### config.mk
export PLATFORM = sky130hd
export DESIGN_NAME = ysyx_25040129_lsu_flat
export DESIGN_NICKNAME = d
export VERILOG_FILES = /design/src/rtl/ysyx_25040129_lsu_pkg.sv /design/src/rtl/ysyx_25040129_lsu_if.sv /design/src/rtl/ysyx_25040129_lsu_align.sv /design/src/rtl/ysyx_25040129_lsu.sv /design/src/flat_wrapper.sv
export SDC_FILE = /design/constraint.sdc
export NUM_CORES = 1
export LEC_CHECK = 0
export BUFFER_PORTS_ARGS = -buffer_cell sky130_fd_sc_hd__buf_2
export CAP_MARGIN = 20
export CORE_MARGIN = 3
export CORE_UTILIZATION = 52
export DETAILED_ROUTE_END_ITERATION = 10
export PLACE_DENSITY = 0.9
export REMOVE_ABC_BUFFERS = 1
export SLEW_MARGIN = 20
export SYNTH_ARGS = -nofsm -noshare
export SYNTH_HDL_FRONTEND = slang
export SYNTH_SLANG_ARGS = --single-unit
### constraint.sdc
create_clock -name clk -period 2.9 [get_ports clk]
set_input_delay 0.29 -clock clk [delete_from_list [all_inputs] [get_ports clk]]
set_output_delay 0.29 -clock clk [all_outputs]
set_load 0.02 [all_outputs]
### src/rtl/ysyx_25040129_lsu_pkg.sv
// Shared definitions for the load/store unit: opcodes, funct3 encodings,
// FSM states, error codes and decode helpers.
package ysyx_25040129_lsu_pkg;

    localparam logic [6:0] OP_LOAD  = 7'b0000011;
    localparam logic [6:0] OP_STORE = 7'b0100011;

    localparam logic [2:0] F3_B  = 3'd0;
    localparam logic [2:0] F3_H  = 3'd1;
    localparam logic [2:0] F3_W  = 3'd2;
    localparam logic [2:0] F3_D  = 3'd3;
    localparam logic [2:0] F3_BU = 3'd4;
    localparam logic [2:0] F3_HU = 3'd5;
    localparam logic [2:0] F3_WU = 3'd6;

    localparam logic [1:0] ERR_OK       = 2'd0;
    localparam logic [1:0] ERR_MISALIGN = 2'd1;
    localparam logic [1:0] ERR_TIMEOUT  = 2'd2;

    typedef enum logic [1:0] {
        S_IDLE,
        S_REQ,
        S_WAIT,
        S_DONE
    } state_e;

    // Doubleword and unsigned-word accesses only exist on a 64-bit datapath.
    function automatic logic f3_legal(input logic is_store, input logic [2:0] funct3, input int xlen);
        logic ok;
        if (is_store) begin
            ok = !funct3[2] && ((funct3 != F3_D) || (xlen == 64));
        end else begin
            case (funct3)
                F3_D, F3_WU: ok = (xlen == 64);
                3'd7:        ok = 1'b0;
                default:     ok = 1'b1;
            endcase
        end
        return ok;
    endfunction

    function automatic logic misaligned(input logic [2:0] funct3, input logic [2:0] addr_lo);
        logic mis;
        case (funct3[1:0])
            2'd0:    mis = 1'b0;
            2'd1:    mis = addr_lo[0];
            2'd2:    mis = |addr_lo[1:0];
            default: mis = |addr_lo;
        endcase
        return mis;
    endfunction

endpackage

### src/rtl/ysyx_25040129_lsu_if.sv
// Memory request/response bus between the load/store unit (master) and memory (slave).
interface ysyx_25040129_lsu_if #(
    parameter int XLEN = 32
);
    logic                mem_req_valid;
    logic                mem_req_ready;
    logic [XLEN-1:0]     mem_req_addr;
    logic                mem_req_wen;
    logic [XLEN/8-1:0]   mem_req_wstrb;
    logic [XLEN-1:0]     mem_req_wdata;
    logic                mem_resp_valid;
    logic [XLEN-1:0]     mem_resp_rdata;

    modport master (
        output mem_req_valid, mem_req_addr, mem_req_wen, mem_req_wstrb, mem_req_wdata,
        input  mem_req_ready, mem_resp_valid, mem_resp_rdata
    );

    modport slave (
        input  mem_req_valid, mem_req_addr, mem_req_wen, mem_req_wstrb, mem_req_wdata,
        output mem_req_ready, mem_resp_valid, mem_resp_rdata
    );
endinterface

### src/rtl/ysyx_25040129_lsu_align.sv
// Combinational byte-lane alignment: store strobe/data placement and load
// data extraction with sign or zero extension.
module ysyx_25040129_lsu_align
    import ysyx_25040129_lsu_pkg::*;
#(
    parameter int XLEN = 32
) (
    input  logic [$clog2(XLEN/8)-1:0] offset,
    input  logic [2:0]                funct3,
    input  logic [XLEN-1:0]           wdata_in,
    input  logic [XLEN-1:0]           rdata_in,
    output logic [XLEN/8-1:0]         wstrb,
    output logic [XLEN-1:0]           wdata,
    output logic [XLEN-1:0]           rdata
);
    localparam int STRB_W = XLEN / 8;

    logic [STRB_W-1:0] size_mask;
    logic [XLEN-1:0]   rshift;

    always_comb begin
        case (funct3[1:0])
            2'd0:    size_mask = STRB_W'(8'h01);
            2'd1:    size_mask = STRB_W'(8'h03);
            2'd2:    size_mask = STRB_W'(8'h0f);
            default: size_mask = '1;
        endcase
        wstrb  = size_mask << offset;
        wdata  = wdata_in << {offset, 3'b000};
        rshift = rdata_in >> {offset, 3'b000};

        // Width casts of signed slices sign-extend; unsigned slices zero-extend.
        case (funct3)
            F3_B:    rdata = XLEN'(signed'(rshift[7:0]));
            F3_H:    rdata = XLEN'(signed'(rshift[15:0]));
            F3_W:    rdata = XLEN'(signed'(rshift[31:0]));
            F3_BU:   rdata = XLEN'(rshift[7:0]);
            F3_HU:   rdata = XLEN'(rshift[15:0]);
            F3_WU:   rdata = XLEN'(rshift[31:0]);
            default: rdata = rshift;
        endcase
    end

endmodule

### src/rtl/ysyx_25040129_lsu.sv
// Multi-cycle load/store unit: one instruction in flight, at most one bus
// request per instruction, with misalignment and response-timeout reporting.
module ysyx_25040129_lsu
    import ysyx_25040129_lsu_pkg::*;
#(
    parameter int          XLEN    = 32,
    parameter int unsigned TIMEOUT = 255
) (
    input  logic             clk,
    input  logic             rst_n,
    input  logic             in_valid,
    output logic             in_ready,
    input  logic [6:0]       in_opcode,
    input  logic [2:0]       in_funct3,
    input  logic [XLEN-1:0]  in_src1,
    input  logic [XLEN-1:0]  in_imm,
    input  logic [XLEN-1:0]  in_src2,
    ysyx_25040129_lsu_if.master mem,
    output logic             out_valid,
    input  logic             out_ready,
    output logic [XLEN-1:0]  out_rdata,
    output logic [1:0]       out_err
);
    localparam int OFF_W  = $clog2(XLEN / 8);
    localparam int STRB_W = XLEN / 8;
    localparam int CNT_W  = (TIMEOUT > 1) ? $clog2(TIMEOUT) : 1;

    state_e              state_reg, state_next;
    logic [2:0]          funct3_reg;
    logic                is_load_reg;
    logic [OFF_W-1:0]    offset_reg;
    logic [CNT_W-1:0]    cnt_reg;
    logic [XLEN-1:0]     req_addr_reg;
    logic                req_wen_reg;
    logic [STRB_W-1:0]   req_wstrb_reg;
    logic [XLEN-1:0]     req_wdata_reg;
    logic [XLEN-1:0]     rdata_reg;
    logic [1:0]          err_reg;

    logic [XLEN-1:0]     addr;
    logic                is_load, is_store, legal, misalign, accept, timeout_hit;
    logic [OFF_W-1:0]    align_offset;
    logic [2:0]          align_funct3;
    logic [STRB_W-1:0]   align_wstrb;
    logic [XLEN-1:0]     align_wdata, align_rdata;

    assign addr        = in_src1 + in_imm;
    assign is_load     = (in_opcode == OP_LOAD);
    assign is_store    = (in_opcode == OP_STORE);
    assign legal       = (is_load || is_store) && f3_legal(is_store, in_funct3, XLEN);
    assign misalign    = misaligned(in_funct3, addr[2:0]);
    assign accept      = in_valid && in_ready;
    assign timeout_hit = (TIMEOUT != 0) && (cnt_reg == CNT_W'(TIMEOUT - 1));

    assign in_ready          = (state_reg == S_IDLE);
    assign out_valid         = (state_reg == S_DONE);
    assign out_rdata         = rdata_reg;
    assign out_err           = err_reg;
    assign mem.mem_req_valid = (state_reg == S_REQ);
    assign mem.mem_req_addr  = req_addr_reg;
    assign mem.mem_req_wen   = req_wen_reg;
    assign mem.mem_req_wstrb = req_wstrb_reg;
    assign mem.mem_req_wdata = req_wdata_reg;

    // One aligner serves both directions: live inputs while idle for store
    // placement, latched offset/funct3 afterwards for load extraction.
    assign align_offset = (state_reg == S_IDLE) ? addr[OFF_W-1:0] : offset_reg;
    assign align_funct3 = (state_reg == S_IDLE) ? in_funct3 : funct3_reg;

    ysyx_25040129_lsu_align #(
        .XLEN (XLEN)
    ) u_align (
        .offset   (align_offset),
        .funct3   (align_funct3),
        .wdata_in (in_src2),
        .rdata_in (mem.mem_resp_rdata),
        .wstrb    (align_wstrb),
        .wdata    (align_wdata),
        .rdata    (align_rdata)
    );

    always_comb begin
        state_next = state_reg;
        case (state_reg)
            S_IDLE: if (accept) state_next = (!legal || misalign) ? S_DONE : S_REQ;
            S_REQ:  if (mem.mem_req_ready) state_next = S_WAIT;
            S_WAIT: if (mem.mem_resp_valid || timeout_hit) state_next = S_DONE;
            S_DONE: if (out_ready) state_next = S_IDLE;
            default: state_next = S_IDLE;
        endcase
    end

    always_ff @(posedge clk or negedge rst_n) begin
        if (!rst_n) begin
            state_reg     <= S_IDLE;
            funct3_reg    <= '0;
            is_load_reg   <= 1'b0;
            offset_reg    <= '0;
            cnt_reg       <= '0;
            req_addr_reg  <= '0;
            req_wen_reg   <= 1'b0;
            req_wstrb_reg <= '0;
            req_wdata_reg <= '0;
            rdata_reg     <= '0;
            err_reg       <= ERR_OK;
        end else begin
            state_reg <= state_next;
            case (state_reg)
                S_IDLE: begin
                    if (accept) begin
                        funct3_reg  <= in_funct3;
                        is_load_reg <= is_load;
                        offset_reg  <= addr[OFF_W-1:0];
                        rdata_reg   <= '0;
                        err_reg     <= (legal && misalign) ? ERR_MISALIGN : ERR_OK;
                        if (legal && !misalign) begin
                            req_addr_reg  <= {addr[XLEN-1:OFF_W], {OFF_W{1'b0}}};
                            req_wen_reg   <= is_store;
                            req_wstrb_reg <= align_wstrb;
                            req_wdata_reg <= align_wdata;
                        end
                    end
                end
                S_REQ: begin
                    if (mem.mem_req_ready) cnt_reg <= '0;
                end
                S_WAIT: begin
                    // A response on the final counted cycle still wins over the timeout.
                    if (mem.mem_resp_valid) begin
                        rdata_reg <= is_load_reg ? align_rdata : '0;
                    end else if (timeout_hit) begin
                        err_reg <= ERR_TIMEOUT;
                    end else begin
                        cnt_reg <= cnt_reg + CNT_W'(1);
                    end
                end
                default: ;
            endcase
        end
    end

endmodule

### src/flat_wrapper.sv
// flat-port wrapper written by rule: the top's interface ports become plain ports
module ysyx_25040129_lsu_flat import ysyx_25040129_lsu_pkg::*;
#(
    parameter int          XLEN    = 32,
    parameter int unsigned TIMEOUT = 255
)
  (clk, rst_n, in_valid, in_ready, in_opcode, in_funct3, in_src1, in_imm, in_src2, out_valid, out_ready, out_rdata, out_err, mem_mem_req_valid, mem_mem_req_addr, mem_mem_req_wen, mem_mem_req_wstrb, mem_mem_req_wdata, mem_mem_req_ready, mem_mem_resp_valid, mem_mem_resp_rdata);
  ysyx_25040129_lsu_if #(.XLEN(XLEN)) mem_i ();
  input  logic clk;
  input  logic rst_n;
  input  logic in_valid;
  output logic in_ready;
  input  logic [6:0] in_opcode;
  input  logic [2:0] in_funct3;
  input  logic [XLEN-1:0] in_src1;
  input  logic [XLEN-1:0] in_imm;
  input  logic [XLEN-1:0] in_src2;
  output logic out_valid;
  input  logic out_ready;
  output logic [XLEN-1:0] out_rdata;
  output logic [1:0] out_err;
  output wire logic [$bits(mem_i.mem_req_valid)-1:0] mem_mem_req_valid;
  output wire logic [$bits(mem_i.mem_req_addr)-1:0] mem_mem_req_addr;
  output wire logic [$bits(mem_i.mem_req_wen)-1:0] mem_mem_req_wen;
  output wire logic [$bits(mem_i.mem_req_wstrb)-1:0] mem_mem_req_wstrb;
  output wire logic [$bits(mem_i.mem_req_wdata)-1:0] mem_mem_req_wdata;
  input wire logic [$bits(mem_i.mem_req_ready)-1:0] mem_mem_req_ready;
  input wire logic [$bits(mem_i.mem_resp_valid)-1:0] mem_mem_resp_valid;
  input wire logic [$bits(mem_i.mem_resp_rdata)-1:0] mem_mem_resp_rdata;
  assign mem_mem_req_valid = mem_i.mem_req_valid;
  assign mem_mem_req_addr = mem_i.mem_req_addr;
  assign mem_mem_req_wen = mem_i.mem_req_wen;
  assign mem_mem_req_wstrb = mem_i.mem_req_wstrb;
  assign mem_mem_req_wdata = mem_i.mem_req_wdata;
  assign mem_i.mem_req_ready = mem_mem_req_ready;
  assign mem_i.mem_resp_valid = mem_mem_resp_valid;
  assign mem_i.mem_resp_rdata = mem_mem_resp_rdata;
  ysyx_25040129_lsu #(.XLEN(XLEN), .TIMEOUT(TIMEOUT)) u_core (.clk(clk), .rst_n(rst_n), .in_valid(in_valid), .in_ready(in_ready), .in_opcode(in_opcode), .in_funct3(in_funct3), .in_src1(in_src1), .in_imm(in_imm), .in_src2(in_src2), .mem(mem_i), .out_valid(out_valid), .out_ready(out_ready), .out_rdata(out_rdata), .out_err(out_err));
endmodule
## Yosys cells after proc, flatten, opt, wreduce, memory -nomap -nowiden

Cells that the tools add are included.

- Bits in registers: 117
- Bits in latches: 0
- Memory bits (writable): 0
- Memory bits (read-only): 0
- Input port bits: 144
- Output and inout bits: 106
- Memories: 0

- Add/sub/neg operators: 2
- Multipliers: 0
- Div/mod/pow operators: 0
- Magnitude comparators: 0
- Equality and inequality tests: 24
- Shifts and indexed selects: 3
- Multiplexer cells: 26
- Bitwise logic cells: 0
- Reductions and logical operators: 26

Operator list:

| cell | number |
|---|---|
| 32-bit one-hot mux with 4 select lines | 1 |
| 32-bit 2-to-1 mux | 3 |
| 32-bit one-hot mux with 2 select lines | 1 |
| 32-bit adder | 1 |
| 32-bit by 5-bit << shifter with 32-bit output | 1 |
| 32-bit by 5-bit >> shifter with 32-bit output | 1 |
| 8-bit 2-to-1 mux | 3 |
| 2-bit 2-to-1 mux | 9 |
| 8-bit one-hot mux with 2 select lines | 1 |
| 3-bit == test (second input constant) | 4 |
| 4-bit AND reduction | 3 |
| 8-bit by 1-bit adder with 8-bit output (second input constant) | 1 |
| 8-bit == test (second input constant) | 1 |
| 2-bit by 1-bit inequality test with 1-bit output (second input constant) | 4 |
| 2-bit inequality test (second input constant) | 4 |
| 2-bit one-hot mux with 4 select lines | 1 |
| 4-bit one-hot mux with 2 select lines | 1 |
| 7-bit by 2-bit == test with 1-bit output (second input constant) | 1 |
| 7-bit by 6-bit == test with 1-bit output (second input constant) | 1 |
| 2-bit by 1-bit == test with 1-bit output (second input constant) | 3 |
| 2-bit == test (second input constant) | 3 |
| 2-bit zero test | 3 |
| 3-bit AND reduction | 2 |
| 3-bit OR reduction | 2 |
| other kinds (15) | 26 |

## Longest topological paths before layout

Gate-level depths: netlist of run 1.

- Word-level depth: 10
- Mapped depth: 11
- Gate-level depth less buffers: 9

## Modules after synthesis

Synthesis of run 1 repeated with hierarchy kept, for this count alone.

- Cells, all modules: 981
- Area, all modules: 8,060.2 um^2

Modules (own cells, without submodules):

| module | instances | cells an instance | area an instance (um^2) |
|---|---|---|---|
| ysyx_25040129_lsu | 1 | 773 | 6,597.6 |
| ysyx_25040129_lsu_align | 1 | 208 | 1,462.7 |

## Worst setup path before layout of run 1

No wires, ideal clock.

- Path type: input to register
- Start: in in_src1[0]
- End: reg u_core.req_addr_reg[18], in the netlist u_core.mem.mem_req_addr[18]
- Setup time: 0.116 ns
- Arrival time: 2.432 ns
- Slack: 0.353 ns
- Stages: 9
- Path through: ha_1 -> fa_1 -> a21oi_1 -> o21ai_1 -> a2111o_1 -> a41oi_1 -> o21ai_1 -> a31o_2 -> o311ai_0

- Cells in the longest elaborated chain, start to end: 6
- Elaborated cells between the ends (all ways): 7
- Classes of those cells: 1 x add/sub; 1 x mux; 5 x reduce/logical

Ends and longest elaborated chain:

| what | line | RTL |
|---|---|---|
| start: declaration | flat_wrapper.sv:15 | `input logic [XLEN-1:0] in_src1;` |
| 32-bit adder (*) | ysyx_25040129_lsu.sv:47 | `assign addr = in_src1 + in_imm;` |
| 3-bit OR reduction / 2-bit OR reduction (equally long branches) | ysyx_25040129_lsu_pkg.sv:48, ysyx_25040129_lsu_pkg.sv:47 |  |
| 1-bit one-hot mux with 3 select lines | ysyx_25040129_lsu_pkg.sv:44 | `case (funct3[1:0])` |
| 1-bit zero test | ysyx_25040129_lsu.sv:116 | `if (legal && !misalign) begin` |
| 1-bit logical AND | ysyx_25040129_lsu.sv:116 |  |
| 3-bit AND reduction (no line) | - |  |
| end signal: assignment | ysyx_25040129_lsu.sv:117 | `req_addr_reg <= {addr[XLEN-1:OFF_W], {OFF_W{1'b0}}};` |
| end: declaration | ysyx_25040129_lsu.sv:33 | `logic [XLEN-1:0] req_addr_reg;` |

Every way passes the cells marked *; elsewhere a longest branch is shown, timed or not.
A chain may end at the register's enable or synchronous reset.

## Worst setup path after layout of run 1

Same ends and word-level chain as after synthesis.

==> flow_metrics.env, run 1 <==
export IMPL_ir_drop_v=0.000562
export IMPL_multi_input_area_um2=4430
export IMPL_yosysWarningCount=0
export IMPL_grt_usage=0.285
export IMPL_grt_pass1_vias=7638
export IMPL_use_met2=0.492
export IMPL_antenna_found_initial=2
export IMPL_cp_buffers_inverters=1
export IMPL_slew_violations=0
export IMPL_finClkSkew_ns=0.0100
export IMPL_grt_overflow=0
export IMPL_synth_edff_count=0
export IMPL_crit_type="primary input to flip-flop"
export IMPL_die_w_um=127
export IMPL_drt_pass1_iter_count=5
export IMPL_n_fill_cell=1125
export IMPL_rrSetupSlack_ns=0.48
export IMPL_maxCapViolCount=0
export IMPL_critPathSlowestCell="a2111o_1"
export IMPL_synthesis_area_um2=7650
export IMPL_setup_viol=0
export IMPL_ant_nets=0
export IMPL_die_area_um2=16200
export IMPL_place_congestion=0.961
export IMPL_seq_area_frac_synth=0.383
export IMPL_core_area_um2=14100
export IMPL_leakagePower_nw=5.04
export IMPL_async_reset_ff_frac=1.00
export IMPL_num_antenna_cells=0
export IMPL_finalSetupTns_ns=0
export IMPL_io_pins=250
export IMPL_start_kind="primary input"
export IMPL_vias=7879
export IMPL_comb_power_share=0.437
export IMPL_cts_tree="built"
export IMPL_initial_utilization=0.541
export IMPL_die_h_um=127
export IMPL_mostFrequentLayoutCell="buf_2"
export IMPL_fin_cells=1335
export IMPL_path_cells="buf_2 > ha_1 > fa_1 > a21oi_1 > o21ai_1 > a2111o_1 > a41oi_1 > o21ai_1 > a31o_2 > o311ai_0"
export IMPL_dp_cells=1302
export IMPL_crit_arrival_ns=2.83
export IMPL_p_sw_mw=2.89
export IMPL_io_buffers=247
export IMPL_grt_use_met1=0.345
export IMPL_busiest_layer="met2"
export IMPL_wire_per_inst_um=17.5
export IMPL_yosys_most_used_dff="dfrtp_1"
export IMPL_final_cell_mix="246 x buf_2, 189 x nand2_1, 117 x dfrtp_1, 99 x o21ai_0, 76 x a21oi_1"
export IMPL_layout_nets=1325
export IMPL_clock_path_buffers=2
export IMPL_p_sw_frac=0.389
export IMPL_syn2layout_area_growth_pct=28.2
export IMPL_cts_made_buffers=17
export IMPL_cp_top_family="compound AO/OA/AOI/OAI gates"
export IMPL_ys_seq_elements=117
export IMPL_cts_clk_slew_worst_paths_ns=0.05
export IMPL_finalCritPeriodShare=0.870
export IMPL_p_clk_frac=0.319
export IMPL_row_count=43
export IMPL_dpl_hpwl_mm=17.6
export IMPL_insertion_delay_ns=0.42
export IMPL_worst_slew_pin_slew_ns=0.998
export IMPL_max_stage_delay_ns=0.46
export IMPL_cts_sinks=117
export IMPL_power_density_nw_per_um2=758
export IMPL_drive_gt1_frac=0.291
export IMPL_grt_first_pass_wirelength_mm=37.2
export IMPL_cts_resized=0
export IMPL_fmax_mhz=397
export IMPL_path_common_cell="o21ai_1"
export IMPL_hp_class="primary input to flip-flop"
export IMPL_internal_power_mw=4.54
export IMPL_grtUsageMet3=0.0727
export IMPL_rsz0062_at_grt="false"
export IMPL_register_area_um2=2930
export IMPL_cp_max_fo=7
export IMPL_cts_max_level=4
export IMPL_grt_max_degree=60
export IMPL_finalCriticalPeriod_ns=2.52
export IMPL_worst_hold_slack_ns=0.0964
export IMPL_synthCells=905
export IMPL_cp_required_ns=3.20
export IMPL_drt_total_wl_mm=23.4
export IMPL_drt_initial_drc_count=568
export IMPL_outcome="complete, no violations"
export IMPL_cp_end_kind="flip-flop"
export IMPL_avgSynthCellArea_um2=8.45
export IMPL_drcViolationCount=0
export IMPL_root_buffer="clkbuf_16"
export IMPL_hold_viol=0
export IMPL_avgViaCountPerCell=5.90
export IMPL_synth_cell_types=74
export IMPL_seqPwrFrac=0.244
export IMPL_relSlewSlack=0.332
synthesized netlist by cell type, types with 5 or more instances:
cell type,number,area [um^2]
xnor2_1,11,96.3
nand3_1,42,210
o31ai_1,15,113
a32o_1,7,70.1
a31oi_1,5,31.3
buf_2,14,70.1
nor2_1,34,128
clkbuf_1,36,135
xor2_1,13,114
a21o_1,11,82.6
o21ai_0,99,495
o21bai_1,5,37.5
ha_1,38,475
o211ai_1,11,82.6
mux2_2,11,124
nand2b_1,7,43.8
mux2i_1,30,300
nor3_1,12,60.1
nand4_1,14,87.6
a21oi_1,76,380
a22o_1,13,114
nand2_1,189,709
inv_1,12,45.0
dfrtp_1,117,2930
power groups by stage:
stage          clock, mW  sequential [mW]  combinational, mW
2_1_floorplan          0             1.85               2.03
3_3_place_gp           0             1.83               3.10
3_5_place_dp           0             1.84               3.18
4_1_cts             2.40             1.81               3.20
5_1_grt             2.49             1.83               3.53
6_report            2.37             1.81               3.25
kinds of logic after synthesis:
family                     Yosys count  synth area share
and+or+nand+nor                    330             0.196
buffers and inverters               72            0.0409
AOI/OAI and AO/OA                  280             0.230
muxes                               42            0.0574
other                                1          0.000490
xor gates and xnor gates            24            0.0275
DFF                                117             0.383
adders and majority gates           39            0.0648
timing repair:
action | 4_1_cts | 5_1_grt
hold buffers | 1 | 0
hold endpoints to repair | 57 | 0
buffers inserted | 0 | 0
final timing paths:
path | from | to | cells past startpoint
setup / recovery | in_src1[0] | u_core.mem.mem_req_addr[18] | 10
hold / removal | in_opcode[5] | u_core.is_load_reg | 2
setup reg to reg | u_core.state_reg[1] | u_core.out_rdata[28] | 8
hold reg to reg | u_core.mem.mem_req_wdata[5] | u_core.mem.mem_req_wdata[5] | 2
max in group asynchronous | rst_n | u_core.out_rdata[15] | 3
min in group asynchronous | rst_n | u_core.out_rdata[1] | 2
final cells by class:
type	count	share of cell area
Inverter	12	0.00459
Clock buffer	24	0.0512
Tap cell	180	0.0230
Clock inverter	8	0.0171
Timing Repair Buffer	277	0.153
Multi-Input combinational cell	717	0.452
Sequential cell	117	0.299
routing by layer:
layer	wire, um	part of all wire
met5	21	0.00090
met4	508	0.022
met3	2070	0.089
met2	11600	0.50
met1	9180	0.39
per-stage QoR:
step | cell area (um^2) | utilization | setup slack, ns | power (mW)
2_1_floorplan | 7390 | - | -1.16 | 3.88
3_3_place_gp | 9130 | 0.645 | 0.0747 | 4.93
3_5_place_dp | 9130 | 0.645 | -0.0165 | 5.02
4_1_cts | 9810 | 0.693 | 0.414 | 7.41
5_1_grt | 9810 | 0.693 | 0.204 | 7.84
6_report | 9810 | 0.693 | 0.378 | 7.43
No activity file was read; power rests on OpenSTA's default activity.
==> run 2: changes to the inputs <==
--- a/config.mk
+++ b/config.mk
@@ -7,6 +7,7 @@
 export LEC_CHECK = 0
 export BUFFER_PORTS_ARGS = -buffer_cell sky130_fd_sc_hd__buf_2
 export CAP_MARGIN = 20
+export CORE_ASPECT_RATIO = 1.1
 export CORE_MARGIN = 3
 export CORE_UTILIZATION = 52
 export DETAILED_ROUTE_END_ITERATION = 10
==> run 2 against run 1 <==
  * Combinational power barely moved
  * Critical path type is now flip-flop to flip-flop
  * Largest power group unchanged
  * Wire length rose by 1.2%
  * Global-route usage rose by 0.27 points
  * Total power fell by 6.6%
  * Fmax fell by 5.0%
  * Sequential power barely moved
  * Worst hold slack got worse by 0.15 ns
  * Core utilization fell by 0.69 points
  * The flow now finishes with violations (hold timing)
==> flow_metrics.env, run 2 (same netlist as run 1, synthesis figures left out) <==
export IMPL_outcome="complete, but fails checks"
export IMPL_violations="hold timing"
export IMPL_clock_path_buffers=2
export IMPL_drcViolationCount=0
export IMPL_busiest_layer="met2"
export IMPL_finClkSkew_ns=0.00607
export IMPL_layout_nets=1325
export IMPL_setup_viol=0
export IMPL_drive_gt1_frac=0.288
export IMPL_io_buffers=247
export IMPL_dp_cells=1311
export IMPL_finalSetupTns_ns=0
export IMPL_holdBufCountCts=0
export IMPL_cp_required_ns=3.24
export IMPL_cp_max_fo=8
export IMPL_syn2layout_area_growth_pct=26.3
export IMPL_postCtsSetupRepairBufs=0
export IMPL_grt_first_pass_wirelength_mm=37.4
export IMPL_cts_tree="built"
export IMPL_fmax_mhz=377
export IMPL_insertion_delay_ns=0.41
export IMPL_io_pins=250
export IMPL_power_density_nw_per_um2=719
export IMPL_final_cell_mix="246 x buf_2, 189 x nand2_1, 117 x dfrtp_1, 99 x o21ai_0, 76 x a21oi_1"
export IMPL_fin_cells=1342
export IMPL_dpl_hpwl_mm=17.5
export IMPL_place_congestion=0.943
export IMPL_die_h_um=133
export IMPL_rrSetupSlack_ns=0.25
export IMPL_cts_clk_slew_worst_paths_ns=0.05
export IMPL_grt_max_degree=118
export IMPL_num_antenna_cells=0
export IMPL_ir_drop_v=0.000442
export IMPL_finalCritPeriodShare=0.915
export IMPL_r2r_end="u_core.out_rdata[23]"
export IMPL_seqPwrFrac=0.261
export IMPL_crit_arrival_ns=3.00
export IMPL_maxCapViolCount=0
export IMPL_n_fill_cell=1149
export IMPL_grtUsageMet3=0.0679
export IMPL_cts_resized=0
export IMPL_mostFrequentLayoutCell="buf_2"
export IMPL_comb_power_share=0.471
export IMPL_p_clk_frac=0.267
export IMPL_r2r_cells=9
export IMPL_die_w_um=122
export IMPL_initial_utilization=0.543
export IMPL_grt_pass1_vias=7669
export IMPL_antenna_found_initial=0
export IMPL_rsz0062_at_grt="false"
export IMPL_cts_max_level=4
export IMPL_ant_nets=0
export IMPL_drt_initial_drc_count=753
export IMPL_root_buffer="clkbuf_16"
export IMPL_core_area_um2=14100
export IMPL_start_kind="flip-flop"
export IMPL_p_sw_frac=0.414
export IMPL_grt_use_met1=0.339
export IMPL_cts_sinks=117
export IMPL_grt_usage=0.288
export IMPL_p_sw_mw=2.88
export IMPL_crit_type="flip-flop to flip-flop"
export IMPL_avgViaCountPerCell=5.90
export IMPL_hp_class="primary input to async pin"
export IMPL_cts_made_buffers=17
export IMPL_grt_overflow=0
export IMPL_finalCriticalPeriod_ns=2.65
export IMPL_worst_hold_slack_ns=-0.0524
export IMPL_die_area_um2=16200
export IMPL_vias=7914
export IMPL_use_met2=0.502
export IMPL_cp_end_kind="flip-flop"
export IMPL_r2r_start="u_core.state_reg[0]"
export IMPL_hold_viol=15
export IMPL_leakagePower_nw=4.97
export IMPL_drt_total_wl_mm=23.7
export IMPL_drt_pass1_iter_count=7
export IMPL_row_count=45
export IMPL_relSlewSlack=0.571
export IMPL_slew_violations=0
export IMPL_wire_per_inst_um=17.6
export IMPL_multi_input_area_um2=4430
export IMPL_register_area_um2=2930
export IMPL_internal_power_mw=4.06
export IMPL_worst_slew_pin_slew_ns=0.644
run 2: worst max-delay path by stage:
| stage | start | end | slack [ns] | cells after the start |
|---|---|---|---|---|
| global route | u_core.state_reg[0] | u_core.out_rdata[25] | 0.02 | 9 |
| finish | u_core.state_reg[0] | u_core.out_rdata[23] | 0.25 | 9 |
| floorplan | in_src1[0] | u_core.mem.mem_req_addr[25] | -1.16 | 8 |
| CTS | u_core.state_reg[0] | u_core.out_rdata[23] | 0.26 | 9 |
| detailed placement | in_src1[0] | u_core.mem.mem_req_addr[18] | -0.02 | 10 |
| global placement | in_src1[0] | u_core.mem.mem_req_addr[18] | 0.06 | 10 |
run 2: power by group through the flow:
stage	Combinational [mW]	Clock, mW	Sequential, mW
6_report	3.27	1.86	1.81
5_1_grt	3.56	1.96	1.83
4_1_cts	3.22	1.87	1.81
3_5_place_dp	3.20	0	1.84
3_3_place_gp	3.12	0	1.83
2_1_floorplan	2.03	0	1.85
run 2: final cells by class:
| class | instances | share of cell area |
|---|---|---|
| clock buffers | 26 | 0.0507 |
| inverters | 12 | 0.00466 |
| multi-input cells | 717 | 0.459 |
| clock inverters | 5 | 0.00259 |
| well taps | 188 | 0.0244 |
| repair buffers | 277 | 0.155 |
| flip-flops and latches | 117 | 0.303 |
run 2: metal layers:
layer,up-vias,part of all wire
li1,3737,-
met1,3715,0.38
met2,393,0.50
met3,69,0.085
met4,0,0.031
met5,-,0
run 2: worst max-delay path, cell delays in order, from the launching register on:
cell      delay, ns
dfrtp_1        0.39
inv_1          0.13
ha_1           0.40
mux2_2         0.46
nor2_1         0.11
a21oi_1        0.04
o21ai_0        0.25
nand3b_1       0.19
a31oi_4        0.40
a22o_1         0.20
run 2: per-stage QoR:
step / hold WS (ns) / total power [mW] / worst slack, ns / cell area, um^2 / util
floorplan: -0.00559 / 3.88 / -1.16 / 7390 / -
global placement: 0.432 / 4.95 / 0.0596 / 9140 / 0.650
detailed placement: 0.440 / 5.04 / -0.0227 / 9140 / 0.650
CTS: 0.00150 / 6.90 / 0.264 / 9660 / 0.686
global route: 0.00729 / 7.35 / 0.0213 / 9660 / 0.686
finish: -0.0524 / 6.94 / 0.246 / 9660 / 0.686
